$ cat src/rtl/alu_pkg.sv
// Shared types for the control-loop sequencer and its ALU: state encoding,
// operand-select encodings and the 12-bit signed saturation helper.
package alu_pkg;

   typedef enum logic [2:0] {
      ST_IDLE = 3'd0,
      ST_ERR  = 3'd1,
      ST_INTG = 3'd2,
      ST_ICMP = 3'd3,
      ST_PCMP = 3'd4,
      ST_ACC1 = 3'd5,
      ST_ACC2 = 3'd6
   } seq_state_e;

   typedef enum logic [2:0] {
      SRC0_A2D    = 3'b000,
      SRC0_INTGRL = 3'b001,
      SRC0_ICOMP  = 3'b010,
      SRC0_PCOMP  = 3'b011,
      SRC0_PTERM  = 3'b100
   } src0_sel_e;

   typedef enum logic [2:0] {
      SRC1_ACCUM     = 3'b000,
      SRC1_ITERM     = 3'b001,
      SRC1_ERROR     = 3'b010,
      SRC1_ERR_DIV16 = 3'b011,
      SRC1_FWD       = 3'b100
   } src1_sel_e;

   // Clamp a 17-bit signed sum into the signed 12-bit range, sign-extended to 16 bits.
   function automatic logic [15:0] sat_to_12(input logic [16:0] v);
      if (!v[16] && (|v[15:11])) return 16'h07FF;
      if (v[16] && !(&v[15:11])) return 16'hF800;
      return v[15:0];
   endfunction

endpackage

$ cat src/rtl/alu_seq_if.sv
// Bus between the host, the control-loop sequencer (master) and the ALU (slave).
interface alu_seq_if;

   // strt is a request sampled only while the sequencer is idle (busy=0); there is
   // no backpressure. done is a one-cycle valid qualifying result; no ready exists.
   logic        strt;
   logic [15:0] target;
   logic [11:0] a2d_in;
   logic        clr_intgrl;
   logic [11:0] result;
   logic        busy;
   logic        done;

   logic [15:0] dst;
   logic [2:0]  src0sel;
   logic [2:0]  src1sel;
   logic        mult2;
   logic        mult4;
   logic        sub;
   logic        multiply;
   logic        saturate;
   logic [15:0] Accum;
   logic [15:0] Pcomp;
   logic [11:0] Error;
   logic [11:0] Intgrl;
   logic [11:0] Icomp;
   logic [11:0] A2D_res;

   modport master (
      input  strt, target, a2d_in, clr_intgrl, dst,
      output result, busy, done,
      output src0sel, src1sel, mult2, mult4, sub, multiply, saturate,
      output Accum, Pcomp, Error, Intgrl, Icomp, A2D_res
   );

   modport slave (
      input  src0sel, src1sel, mult2, mult4, sub, multiply, saturate,
      input  Accum, Pcomp, Error, Intgrl, Icomp, A2D_res,
      output dst
   );

endinterface

$ cat src/rtl/alu_seq.sv
// Control-loop sequencer: walks ERR..ACC2 once per accepted strt, steering the
// external ALU and capturing each intermediate into its own register.
module alu_seq
   import alu_pkg::*;
(
   input  logic       clk,
   input  logic       rst_n,
   alu_seq_if.master  bus,
   output seq_state_e state_o
);

   seq_state_e  state_q, state_d;
   logic [15:0] accum_q;
   logic [15:0] pcomp_q;
   logic [11:0] error_q;
   logic [11:0] intgrl_q;
   logic [11:0] icomp_q;
   logic [11:0] a2d_res_q;
   logic [11:0] result_q;
   logic        done_q;

   always_comb begin
      state_d      = state_q;
      bus.src0sel  = SRC0_A2D;
      bus.src1sel  = SRC1_ACCUM;
      bus.mult2    = 1'b0;
      bus.mult4    = 1'b0;
      bus.sub      = 1'b0;
      bus.multiply = 1'b0;
      bus.saturate = 1'b0;
      case (state_q)
         ST_IDLE: if (bus.strt) state_d = ST_ERR;
         ST_ERR: begin
            bus.src1sel  = SRC1_ACCUM;
            bus.src0sel  = SRC0_A2D;
            bus.sub      = 1'b1;
            bus.saturate = 1'b1;
            state_d      = ST_INTG;
         end
         ST_INTG: begin
            bus.src1sel  = SRC1_ERR_DIV16;
            bus.src0sel  = SRC0_INTGRL;
            bus.saturate = 1'b1;
            state_d      = ST_ICMP;
         end
         ST_ICMP: begin
            bus.src1sel  = SRC1_ITERM;
            bus.src0sel  = SRC0_INTGRL;
            bus.multiply = 1'b1;
            state_d      = ST_PCMP;
         end
         ST_PCMP: begin
            bus.src1sel  = SRC1_ERROR;
            bus.src0sel  = SRC0_PTERM;
            bus.multiply = 1'b1;
            state_d      = ST_ACC1;
         end
         ST_ACC1: begin
            bus.src1sel  = SRC1_FWD;
            bus.src0sel  = SRC0_PCOMP;
            state_d      = ST_ACC2;
         end
         ST_ACC2: begin
            bus.src1sel  = SRC1_ACCUM;
            bus.src0sel  = SRC0_ICOMP;
            bus.saturate = 1'b1;
            state_d      = ST_IDLE;
         end
         default: state_d = ST_IDLE;
      endcase
   end

   always_ff @(posedge clk) begin
      if (!rst_n) begin
         state_q   <= ST_IDLE;
         accum_q   <= '0;
         pcomp_q   <= '0;
         error_q   <= '0;
         intgrl_q  <= '0;
         icomp_q   <= '0;
         a2d_res_q <= '0;
         result_q  <= '0;
         done_q    <= 1'b0;
      end else begin
         state_q <= state_d;
         done_q  <= (state_q == ST_ACC2);
         case (state_q)
            // Clear precedes a same-cycle start so INTG sees a zero integrator.
            ST_IDLE: begin
               if (bus.clr_intgrl) intgrl_q <= '0;
               if (bus.strt) begin
                  accum_q   <= bus.target;
                  a2d_res_q <= bus.a2d_in;
               end
            end
            ST_ERR:  error_q  <= bus.dst[11:0];
            ST_INTG: intgrl_q <= bus.dst[11:0];
            ST_ICMP: icomp_q  <= bus.dst[11:0];
            ST_PCMP: pcomp_q  <= bus.dst;
            ST_ACC1: accum_q  <= bus.dst;
            ST_ACC2: result_q <= bus.dst[11:0];
            default: ;
         endcase
      end
   end

   assign bus.Accum   = accum_q;
   assign bus.Pcomp   = pcomp_q;
   assign bus.Error   = error_q;
   assign bus.Intgrl  = intgrl_q;
   assign bus.Icomp   = icomp_q;
   assign bus.A2D_res = a2d_res_q;
   assign bus.result  = result_q;
   assign bus.done    = done_q;
   assign bus.busy    = (state_q != ST_IDLE);
   assign state_o     = state_q;

endmodule

$ cat src/flat_wrapper.sv
// flat-port wrapper written by rule: the top's interface ports become plain ports
module alu_seq_flat import alu_pkg::*;
  (clk, rst_n, state_o, bus_strt, bus_target, bus_a2d_in, bus_clr_intgrl, bus_dst, bus_result, bus_busy, bus_done, bus_src0sel, bus_src1sel, bus_mult2, bus_mult4, bus_sub, bus_multiply, bus_saturate, bus_Accum, bus_Pcomp, bus_Error, bus_Intgrl, bus_Icomp, bus_A2D_res);
  alu_seq_if bus_i ();
  input  logic clk;
  input  logic rst_n;
  output seq_state_e state_o;
  input wire logic [$bits(bus_i.strt)-1:0] bus_strt;
  input wire logic [$bits(bus_i.target)-1:0] bus_target;
  input wire logic [$bits(bus_i.a2d_in)-1:0] bus_a2d_in;
  input wire logic [$bits(bus_i.clr_intgrl)-1:0] bus_clr_intgrl;
  input wire logic [$bits(bus_i.dst)-1:0] bus_dst;
  output wire logic [$bits(bus_i.result)-1:0] bus_result;
  output wire logic [$bits(bus_i.busy)-1:0] bus_busy;
  output wire logic [$bits(bus_i.done)-1:0] bus_done;
  output wire logic [$bits(bus_i.src0sel)-1:0] bus_src0sel;
  output wire logic [$bits(bus_i.src1sel)-1:0] bus_src1sel;
  output wire logic [$bits(bus_i.mult2)-1:0] bus_mult2;
  output wire logic [$bits(bus_i.mult4)-1:0] bus_mult4;
  output wire logic [$bits(bus_i.sub)-1:0] bus_sub;
  output wire logic [$bits(bus_i.multiply)-1:0] bus_multiply;
  output wire logic [$bits(bus_i.saturate)-1:0] bus_saturate;
  output wire logic [$bits(bus_i.Accum)-1:0] bus_Accum;
  output wire logic [$bits(bus_i.Pcomp)-1:0] bus_Pcomp;
  output wire logic [$bits(bus_i.Error)-1:0] bus_Error;
  output wire logic [$bits(bus_i.Intgrl)-1:0] bus_Intgrl;
  output wire logic [$bits(bus_i.Icomp)-1:0] bus_Icomp;
  output wire logic [$bits(bus_i.A2D_res)-1:0] bus_A2D_res;
  assign bus_i.strt = bus_strt;
  assign bus_i.target = bus_target;
  assign bus_i.a2d_in = bus_a2d_in;
  assign bus_i.clr_intgrl = bus_clr_intgrl;
  assign bus_i.dst = bus_dst;
  assign bus_result = bus_i.result;
  assign bus_busy = bus_i.busy;
  assign bus_done = bus_i.done;
  assign bus_src0sel = bus_i.src0sel;
  assign bus_src1sel = bus_i.src1sel;
  assign bus_mult2 = bus_i.mult2;
  assign bus_mult4 = bus_i.mult4;
  assign bus_sub = bus_i.sub;
  assign bus_multiply = bus_i.multiply;
  assign bus_saturate = bus_i.saturate;
  assign bus_Accum = bus_i.Accum;
  assign bus_Pcomp = bus_i.Pcomp;
  assign bus_Error = bus_i.Error;
  assign bus_Intgrl = bus_i.Intgrl;
  assign bus_Icomp = bus_i.Icomp;
  assign bus_A2D_res = bus_i.A2D_res;
  alu_seq u_core (.clk(clk), .rst_n(rst_n), .bus(bus_i), .state_o(state_o));
endmodule
$ cat config.mk
export PLATFORM = sky130hd
export DESIGN_NAME = alu_seq_flat
export DESIGN_NICKNAME = d
export VERILOG_FILES = /design/src/rtl/alu_pkg.sv /design/src/rtl/alu_seq_if.sv /design/src/rtl/alu_seq.sv /design/src/flat_wrapper.sv
export SDC_FILE = /design/constraint.sdc
export NUM_CORES = 1
export LEC_CHECK = 0
export BUFFER_PORTS_ARGS = -buffer_cell sky130_fd_sc_hd__buf_2
export CAP_MARGIN = 30
export CORE_ASPECT_RATIO = 1.4
export CORE_MARGIN = 1.5
export CORE_UTILIZATION = 45
export CTS_CLUSTER_DIAMETER = 200
export DETAILED_ROUTE_END_ITERATION = 6
export PLACE_DENSITY = 0.85
export REMOVE_ABC_BUFFERS = 1
export SLEW_MARGIN = 20
export SYNTH_ARGS = -nofsm -noshare
export SYNTH_HDL_FRONTEND = slang
export SYNTH_SLANG_ARGS = --single-unit
$ cat constraint.sdc
create_clock -name clk -period 1.86 [get_ports clk]
set_input_delay 0.093 -clock clk [delete_from_list [all_inputs] [get_ports clk]]
set_output_delay 0.093 -clock clk [all_outputs]
set_load 0.05 [all_outputs]
---- Yosys cells after proc, flatten, opt, wreduce, memory -nomap -nowiden ----
Cells that the tools add are included.
cells by class
  equality and inequality tests ........... 8
  multiplexer cells ....................... 11
  reductions and logical operators ........ 10
operators by type and width
  cell                  number
  $pmux W16 S2          1
  $pmux W12 S2          1
  $pmux W3 S4           2
  $pmux W3 S6           1
  $mux W16              1
  $mux W12              1
  $eq A3 B3 Y1 const B  3
  $eq A3 B2 Y1 const B  2
  $reduce_and A2 Y1     3
  $ne A2 B2 Y1 const B  2
  $reduce_bool A2 Y1    2
  $reduce_or A2 Y1      2
  $eq A3 B1 Y1 const B  1
  $logic_not A3 Y1      1
  $mux W1               3
  $mux W3               1
  $reduce_bool A3 Y1    1
  $reduce_or A3 Y1      1
word-level totals
  register bits after elaboration ......... 96
  output and inout port bits .............. 108

---- Depth between registers and ports, before layout ----
Gate-level depths: netlist of run 1.
  word-level depth ........................ 3
  depth in mapped cells ................... 7
  mapped depth without buffers ............ 4

---- Least setup slack after synthesis of run 1 ----
OpenSTA, ideal clock, no wires.
  kind .................................... register -> output
  start ................................... register u_core.state_q[1] (netlist: u_core.state_o[1])
  end ..................................... output bus_saturate
  arrival time ............................ 2389 ps
  required time ........................... 1767 ps
  slack ................................... -622 ps
  stages on the path, launching flop included .. 5
  path through ............................ dfxtp_1 buf_2 buf_2 inv_1 o21ai_0
between the ends
  word-level cells in the longest chain between the ends .. 3
  elaborated cells on any way between the ends .. 5
  classes of those cells .................. eq/ne (3); mux (1); reduce/logical (1)
RTL lines
  item                                        line                text
  start, declared                             alu_seq.sv:12       seq_state_e state_q, state_d;
  start signal, assigned                      alu_seq.sv:85       state_q <= state_d;
  $eq A3 B1 Y1, or another cell as far along  alu_seq.sv:31       case (state_q)
  $reduce_or A3 Y1 (no source line) *         --
  $mux W1 *                                   alu_seq.sv:31
  end, declared                               flat_wrapper.sv:22  output wire logic [$bits(bus_i.saturate)-1:0] bus_saturate;
Mark *: on every way between the ends. The rest lies on a longest branch, timed or not.

---- Final worst setup path of run 1 ----
  start ................................... register u_core.state_q[0] (netlist: u_core.state_o[0])
  end ..................................... output bus_sub
between the ends
  word-level cells in the longest chain between the ends .. 2
RTL lines
  item           line                text
  $eq A3 B1 Y1   alu_seq.sv:31
  $mux W1        alu_seq.sv:31
  end, declared  flat_wrapper.sv:20  output wire logic [$bits(bus_i.sub)-1:0] bus_sub;
No other way between the ends.

==> impl_summary.txt, run 1 <==
----------------------------------------------------
[GRT]
  Pin count of the biggest net entering global routing ... 36
  Total overflow reported by the global router ... 0
  Wire length of the first global-routing pass ... 18100 um
  Initial antenna violation count ... 0
  Via count of the first global-routing pass ... 3579
  Total GRT Usage ... 0.269

[Layout]
  Total Nets Final ... between 600 and 700
  Fraction of final layout cells with drive strength greater than 1 ... 0.355
  Final instance area ... 5000 um^2
  Relative area change from synthesis to final layout ... 34.6%
  Final instance count without filler cells ... 700
  Diodes inserted ... 0

[Pwr]
  Total Power Consumption ... 0.00519 W
  Standby leakage power ... 2.22 nW
  IR Drop Worst-Case VDD ... 0.000656 V
  Power density over cell area ... 1040 nW/um^2

[Clock network]
  CTS tree ... done
  CTS clk-pin slew, worst paths ... 0.07 ns
  Clock insertion delay at the later pin of the skew report ... 0.34 ns
  Htree depth ... 3
  Clock Root Buffer ... sky130_fd_sc_hd__clkbuf_16
  Number of post-CTS setup repair buffers ... 0
  Clock Sink Count ... 96
  Number of clock buffers inserted by TritonCTS ... 9
  Clk buf depth ... 2

[Worst setup path]
  Destination of the critical timing path ... bus_sub
  Flop2flop setup slack ... 0.31 ns
  End of the worst register-to-register path ... u_core.bus.Accum[12]
  Critical Path AT ... 1.67 ns
  Worst setup EP type ... output port
  Critical path startpoint ... u_core.state_o[0]
  Critical path peak fanout ... 13
  Critical path class ... reg -> out
  FF-to-FF path depth ... 3
  Nature of the critical path startpoint ... flop
  Data required, critical path ... 1.77 ns
  Worst flop-to-flop path startpoint ... u_core.state_o[0]

[Synthesis]
  Share of the synthesized area in compound gates (AO/OA/AOI/OAI) ... 0.222
  Number of warnings reported in the yosys synthesis log ... 0
  Async set-reset flop share out of synthesis ... 0
  EDFF count, synth ... 0
  Number of distinct library cell variants in the gate-level netlist after synthesis ... 31
  Area share of the largest cell type after synthesis ... 0.518
  Cell count after synthesis ... 439
  Adder-cell share of the synthesized area ... 0
  Post-synthesis mux area share ... 0
  Part of the Yosys area used for sequential elements ... 0.518
  Synth area leader ... sky130_fd_sc_hd__dfxtp_1
  Seq cells post-synth ... between 90 and 100
  Post-Synth Simple-Gate Area ... 0.200
  Biggest area contributors in the synthesized netlist ... sky130_fd_sc_hd__dfxtp_1 52%, sky130_fd_sc_hd__nand2_1 13%, sky130_fd_sc_hd__a21oi_1 9.0%
  Most used flip-flop cell after synthesis ... sky130_fd_sc_hd__dfxtp_1
  Post-synthesis share of cell area spent on xor and xnor gates ... 0
  Avg Cell Area, Syn ... roughly 8.5 um^2
  Dominant combinational cell family by area after synthesis ... compound AO/OA/AOI/OAI gates
  Cell Area, Synth ... 3710 um^2

[STA]
  Worst-case hold slack ... approximately 0.013 ns
  Clock period minus final worst setup slack ... 1.77 ns
  Post-route clock period utilization ... 0.949
  Timing-limited maximum frequency ... 0.567 GHz
  Actual slew at the worst max-slew pin ... 0.601 ns
  Final count of hold timing violations ... 0
  Number of pins with negative max-slew slack in the final report ... 0
  Final worst-path setup slack ... 0.0949 ns
  Setup-violating endpoint count in the final report ... 0
  Worst Skew ... 0.00656 ns
  Unrepaired setup endpoints after global routing ... false
  Normalized max-slew margin ... 0.598

[Worst hold path]
  Class of the worst hold path ... in -> reg
  Worst Hold Launch ... bus_dst[12]
  Hold Path Stages ... 3

[Detailed routing]
  Iteration-0 DRC Markers ... 234
  Post-route DRC ... 0
  Vias after detailed routing ... 3841
  Wire length after detailed routing ... 11500 um
  Per-cell routed wire length ... 16.5 um
  First-pass detailed-route iteration total ... 5
  Avg Vias per Cell ... 5.49
  Count of nets left with antenna violations after detail routing ... 0

[Place]
  Placed cells ... 669
  Count of buffers inserted at the top-level ports ... 153
  Post-DP HPWL ... between 7000 and 8000 um
  Worst Setup Slack post-DPL ... 0.162 ns
  Final GP Congestion ... around 0.81
  Cell area reported after detailed placement ... 4520 um^2

[Outcome]
  Status ... finished, final reports clean

[Floorplanning]
  Boundary Pins ... 156
  Die Width ... 79.8 um
  Number of rows created at floorplan ... 39
  Die area ... 8810 um^2
  Die span in y ... ~110 um
  Floorplan core area ... 8100 um^2
  Starting density of the core ... 0.458

[Run]
  # Max-Cap Violations ... 0

----------------------------------------------------
-- report_power, final --
part | internal (W) | switching [W]
registers | 0.00216 | 0.0000640
logic | 0.000286 | 0.000769
clock network | 0.00107 | 0.000838
total | 0.00352 | 0.00167
-- registers in the layout, indices dropped and copies added (netlist names) --
| name | flops |
|---|---|
| u_core.state_o | 3 |
| u_core.bus.Error | 12 |
| u_core.bus.done | 1 |
| u_core.bus.result | 12 |
| u_core.bus.Icomp | 12 |
| u_core.bus.Intgrl | 12 |
| u_core.bus.A2D_res | 12 |
| u_core.bus.Pcomp | 16 |
| u_core.bus.Accum | 16 |
-- metrics by stage --
stage | utilization | TNS (ns)
detailed placement | 0.558 | 0
CTS | 0.617 | 0
floorplan | - | -42.89
global placement | 0.558 | 0
finish | 0.617 | 0
global route | 0.617 | 0
-- final cells by class --
| class | count | area [um^2] |
|---|---|---|
| clock buffers | 9 | 225 |
| clock inverters | 7 | 86.3 |
| fillers | 715 | 3100 |
| inverters | 5 | 21.3 |
| multi-input cells | 298 | 1580 |
| flip-flops and latches | 96 | 1920 |
| well taps | 102 | 128 |
| repair buffers | 183 | 1030 |
-- critical path: stages, from the launching register on --
cell,delay [ns]
sky130_fd_sc_hd__dfxtp_2,0.44
sky130_fd_sc_hd__or3b_1,0.43
sky130_fd_sc_hd__inv_2,0.22
sky130_fd_sc_hd__buf_4,0.24
-- synth_stat cells, types with 2 or more instances --
master,number
sky130_fd_sc_hd__inv_2,2
sky130_fd_sc_hd__o221a_2,16
sky130_fd_sc_hd__buf_1,3
sky130_fd_sc_hd__nand2_1,131
sky130_fd_sc_hd__inv_1,3
sky130_fd_sc_hd__o32a_1,7
sky130_fd_sc_hd__o22a_1,2
sky130_fd_sc_hd__clkbuf_1,20
sky130_fd_sc_hd__o21ai_0,27
sky130_fd_sc_hd__buf_2,12
sky130_fd_sc_hd__nand3_1,12
sky130_fd_sc_hd__nand3b_1,9
sky130_fd_sc_hd__or3b_1,2
sky130_fd_sc_hd__a21oi_1,67
sky130_fd_sc_hd__nor2_1,4
sky130_fd_sc_hd__buf_4,3
sky130_fd_sc_hd__dfxtp_1,96
sky130_fd_sc_hd__o31a_1,7
sky130_fd_sc_hd__and3b_1,2
sky130_fd_sc_hd__buf_6,3
-- kinds of logic after synthesis --
logic type / count (synthesis)
DFF: 96
and+or+nand+nor: 168
other: 1
buffers and inverters: 46
AOI/OAI and AO/OA: 128
-- cell usage in the layout, fill, tap and decap left out, types with 4 or more instances in the layout --
cell type | synthesis | routed
sky130_fd_sc_hd__dfxtp_1 | 96 | 94
sky130_fd_sc_hd__buf_2 | 12 | 151
sky130_fd_sc_hd__o32a_1 | 7 | 7
sky130_fd_sc_hd__a21oi_1 | 67 | 67
sky130_fd_sc_hd__nand3b_1 | 9 | 9
sky130_fd_sc_hd__clkbuf_16 | 0 | 9
sky130_fd_sc_hd__buf_4 | 3 | 17
sky130_fd_sc_hd__o221a_2 | 16 | 16
sky130_fd_sc_hd__dlygate4sd3_1 | 0 | 15
sky130_fd_sc_hd__o21ai_0 | 27 | 27
sky130_fd_sc_hd__nor2_1 | 4 | 4
sky130_fd_sc_hd__nand2_1 | 131 | 130
sky130_fd_sc_hd__o31a_1 | 7 | 7
sky130_fd_sc_hd__nand3_1 | 12 | 12
-- worst min-delay path by stage --
stage                            end  slack (ns)
2_1_floorplan  u_core.bus.A2D_res[0]        0.22
3_3_place_gp   u_core.bus.A2D_res[7]        0.31
3_5_place_dp   u_core.bus.A2D_res[8]        0.32
4_1_cts         u_core.bus.Pcomp[12]       0.002
5_1_grt         u_core.bus.Pcomp[12]        0.02
6_report        u_core.bus.Pcomp[12]        0.01
-- per-layer routing --
layer,share of wire,up-vias,GRT usage
li1,-,1817,-
met1,0.39,1795,0.328
met2,0.50,195,0.452
met3,0.079,34,0.0471
met4,0.029,0,0.129
met5,0,-,0
-- repair_timing --
action / 4_1_cts / 5_1_grt
endpoints found under the hold margin: 15 / 0
resized for setup: 6 / 1
setup endpoints to repair: 5 / 2
hold buffers: 15 / 0
pin swaps: 0 / 0
Power figures use the tool's default switching activity.
==> run 2: changes to the inputs <==
Settings changed: ABC_CLOCK_PERIOD_IN_PS from default to 1860, GPL_TIMING_DRIVEN from default to 0, REMOVE_ABC_BUFFERS 1 to default.
==> impl_summary.txt, run 2 (same netlist as run 1, synthesis figures left out) <==
----------------------------------------------------
[STA]
  Timing-limited maximum frequency ... roughly 0.55 GHz
  Actual slew at the worst max-slew pin ... ~0.57 ns
  Total negative setup slack ... 0 ns
  Final count of hold timing violations ... 0
  Setup-violating endpoint count in the final report ... 0
  Worst-case hold slack ... 0.00681 ns
  Clock period minus final worst setup slack ... 1.82 ns
  Post-route clock period utilization ... 0.978
  Worst Skew ... 0.00697 ns
  Normalized max-slew margin ... 0.616
  Number of pins with negative max-slew slack in the final report ... 0
  Final worst-path setup slack ... 0.0409 ns
  Unrepaired setup endpoints after global routing ... true

[Worst setup path]
  Critical path's slowest cell ... sky130_fd_sc_hd__or3b_1
  Critical Path AT ... 1.73 ns
  Worst setup EP type ... output port
  Nature of the critical path startpoint ... flop
  Cells along the critical path ... buf_6 -> or3b_1 -> buf_6 -> clkbuf_8 -> nand2_2 -> buf_8
  Crit-path max cell delay ... 0.37 ns
  Critical path peak fanout ... 10
  Family with the most delay on the worst path ... buffers and inverters
  Buffers plus inverters on the worst setup path ... 4
  Path length in cells of the critical path ... 6
  Data required, critical path ... 1.77 ns
  FF-to-FF path depth ... 4
  Critical Path Most Common Cell ... sky130_fd_sc_hd__buf_6
  Critical path class ... reg -> out

[Outcome]
  Status ... finished, final reports clean

[Floorplanning]
  Die Width ... 79.8 um
  Boundary Pins ... 156
  Number of rows created at floorplan ... 39
  Die span in y ... between 100 and 150 um
  Die area ... between 8000 and 9000 um^2
  Floorplan core area ... 8100 um^2
  Starting density of the core ... 0.458

[GRT]
  Total GRT Usage ... 0.279
  Via count of the first global-routing pass ... 3798
  Pin count of the biggest net entering global routing ... 16
  Initial antenna violation count ... 0
  Total overflow reported by the global router ... 0
  Wire length of the first global-routing pass ... 18800 um

[Detailed routing]
  Avg Vias per Cell ... 5.42
  Iteration-0 DRC Markers ... 212
  First-pass detailed-route iteration total ... 7
  Count of nets left with antenna violations after detail routing ... 0
  Wire length after detailed routing ... around 12000 um
  Vias after detailed routing ... around 4000
  Per-cell routed wire length ... 16.8 um
  Post-route DRC ... 0

[Clock network]
  Number of clock buffers inserted by TritonCTS ... 9
  Clock insertion delay at the later pin of the skew report ... 0.34 ns
  Clk buf depth ... 2
  Clock Sink Count ... 96
  Htree depth ... 3
  CTS clk-pin slew, worst paths ... ~0.06 ns
  CTS tree ... done
  Clock Root Buffer ... sky130_fd_sc_hd__clkbuf_16

[Pwr]
  Power density over cell area ... 989 nW/um^2
  Standby leakage power ... 2.27 nW
  IR Drop Worst-Case VDD ... 0.000553 V

[Place]
  Post-DP HPWL ... 8950 um
  Worst Setup Slack post-DPL ... 0.0503 ns
  Placed cells ... a little under 700
  Final GP Congestion ... approximately 0.83
  Count of buffers inserted at the top-level ports ... roughly 150

[Worst hold path]
  Hold Path Stages ... 3
  Class of the worst hold path ... in -> reg

[Layout]
  Commonest non-fill, non-tap cells in the layout ... 150 x sky130_fd_sc_hd__buf_2, 130 x sky130_fd_sc_hd__nand2_1, 94 x sky130_fd_sc_hd__dfxtp_1
  Total Nets Final ... 663
  Diodes inserted ... 0
  Relative area change from synthesis to final layout ... 37.7%
  Fraction of final layout cells with drive strength greater than 1 ... 0.353
  Finished Core Util ... 0.631
  Most common cell after layout, fill and taps aside ... sky130_fd_sc_hd__buf_2
  Final instance count without filler cells ... 722

[Run]
  # Max-Cap Violations ... 0

----------------------------------------------------
run 2: cell types whose count changed in the layout (fill, tap and decap cells not counted), sizes merged:
cell / change
inv: -3
dlygate4sd3: -4
bufinv: -1
buf: +4
clkbuf: +25
clkinv: +1
run 2: layout make-up:
cell class / count / area, um^2
plain buffers: 38 / 228
clock buffers: 12 / 246
clock inverters: 4 / 30.0
fillers: 703 / 2990
inverters: 5 / 21.3
multi-input cells: 298 / 1580
flip-flops and latches: 96 / 1920
well taps: 102 / 128
repair buffers: 167 / 951
run 2: metrics by stage:
| stage | power, W | instance area (um^2) |
|---|---|---|
| 6_report | 0.00505 | 5110 |
| 2_1_floorplan | 0.00301 | 3730 |
| 5_1_grt | 0.00520 | 5110 |
| 4_1_cts | 0.00504 | 5080 |
| 3_3_place_gp | 0.00329 | 4610 |
| 3_5_place_dp | 0.00332 | 4610 |
run 2: path summary, 6_finish.rpt:
kind,slack [ns],from,end
setup / recovery,0.04,u_core.state_o[2],bus_multiply
hold reg to reg,0.45,u_core.bus.Error[9],u_core.bus.Error[9]
hold / removal,0.007,bus_dst[15],u_core.bus.Pcomp[15]
setup reg to reg,0.14,u_core.state_o[2],u_core.bus.A2D_res[3]
run 2: worst register-to-register path, cell delays in order, from the launching register on:
cell and delay, ns:
sky130_fd_sc_hd__dfxtp_1 0.31, sky130_fd_sc_hd__buf_6 0.14, sky130_fd_sc_hd__nor4b_2 0.56, sky130_fd_sc_hd__clkbuf_1 0.40, sky130_fd_sc_hd__o21ai_0 0.18
run 2: layer usage:
metal | up-vias | part of all wire | track usage
li1 | 1864 | - | -
met1 | 1829 | 0.39 | 0.321
met2 | 194 | 0.51 | 0.481
met3 | 29 | 0.080 | 0.0727
met4 | 0 | 0.027 | 0.114
met5 | - | 0 | 0
run 2: power breakdown:
part | switching (W) | internal, W
combinational | 0.000790 | 0.000314
clock | 0.000778 | 0.000946
sequential | 0.0000643 | 0.00216
total | 0.00163 | 0.00342
run 2: timing repair:
item / CTS / global route
buffers inserted: 1 / 3
pin swaps: 1 / 0
hold endpoints to repair: 11 / 0
gates resized for setup: 28 / 8
setup endpoints to repair: 9 / 16
hold buffers: 11 / 0
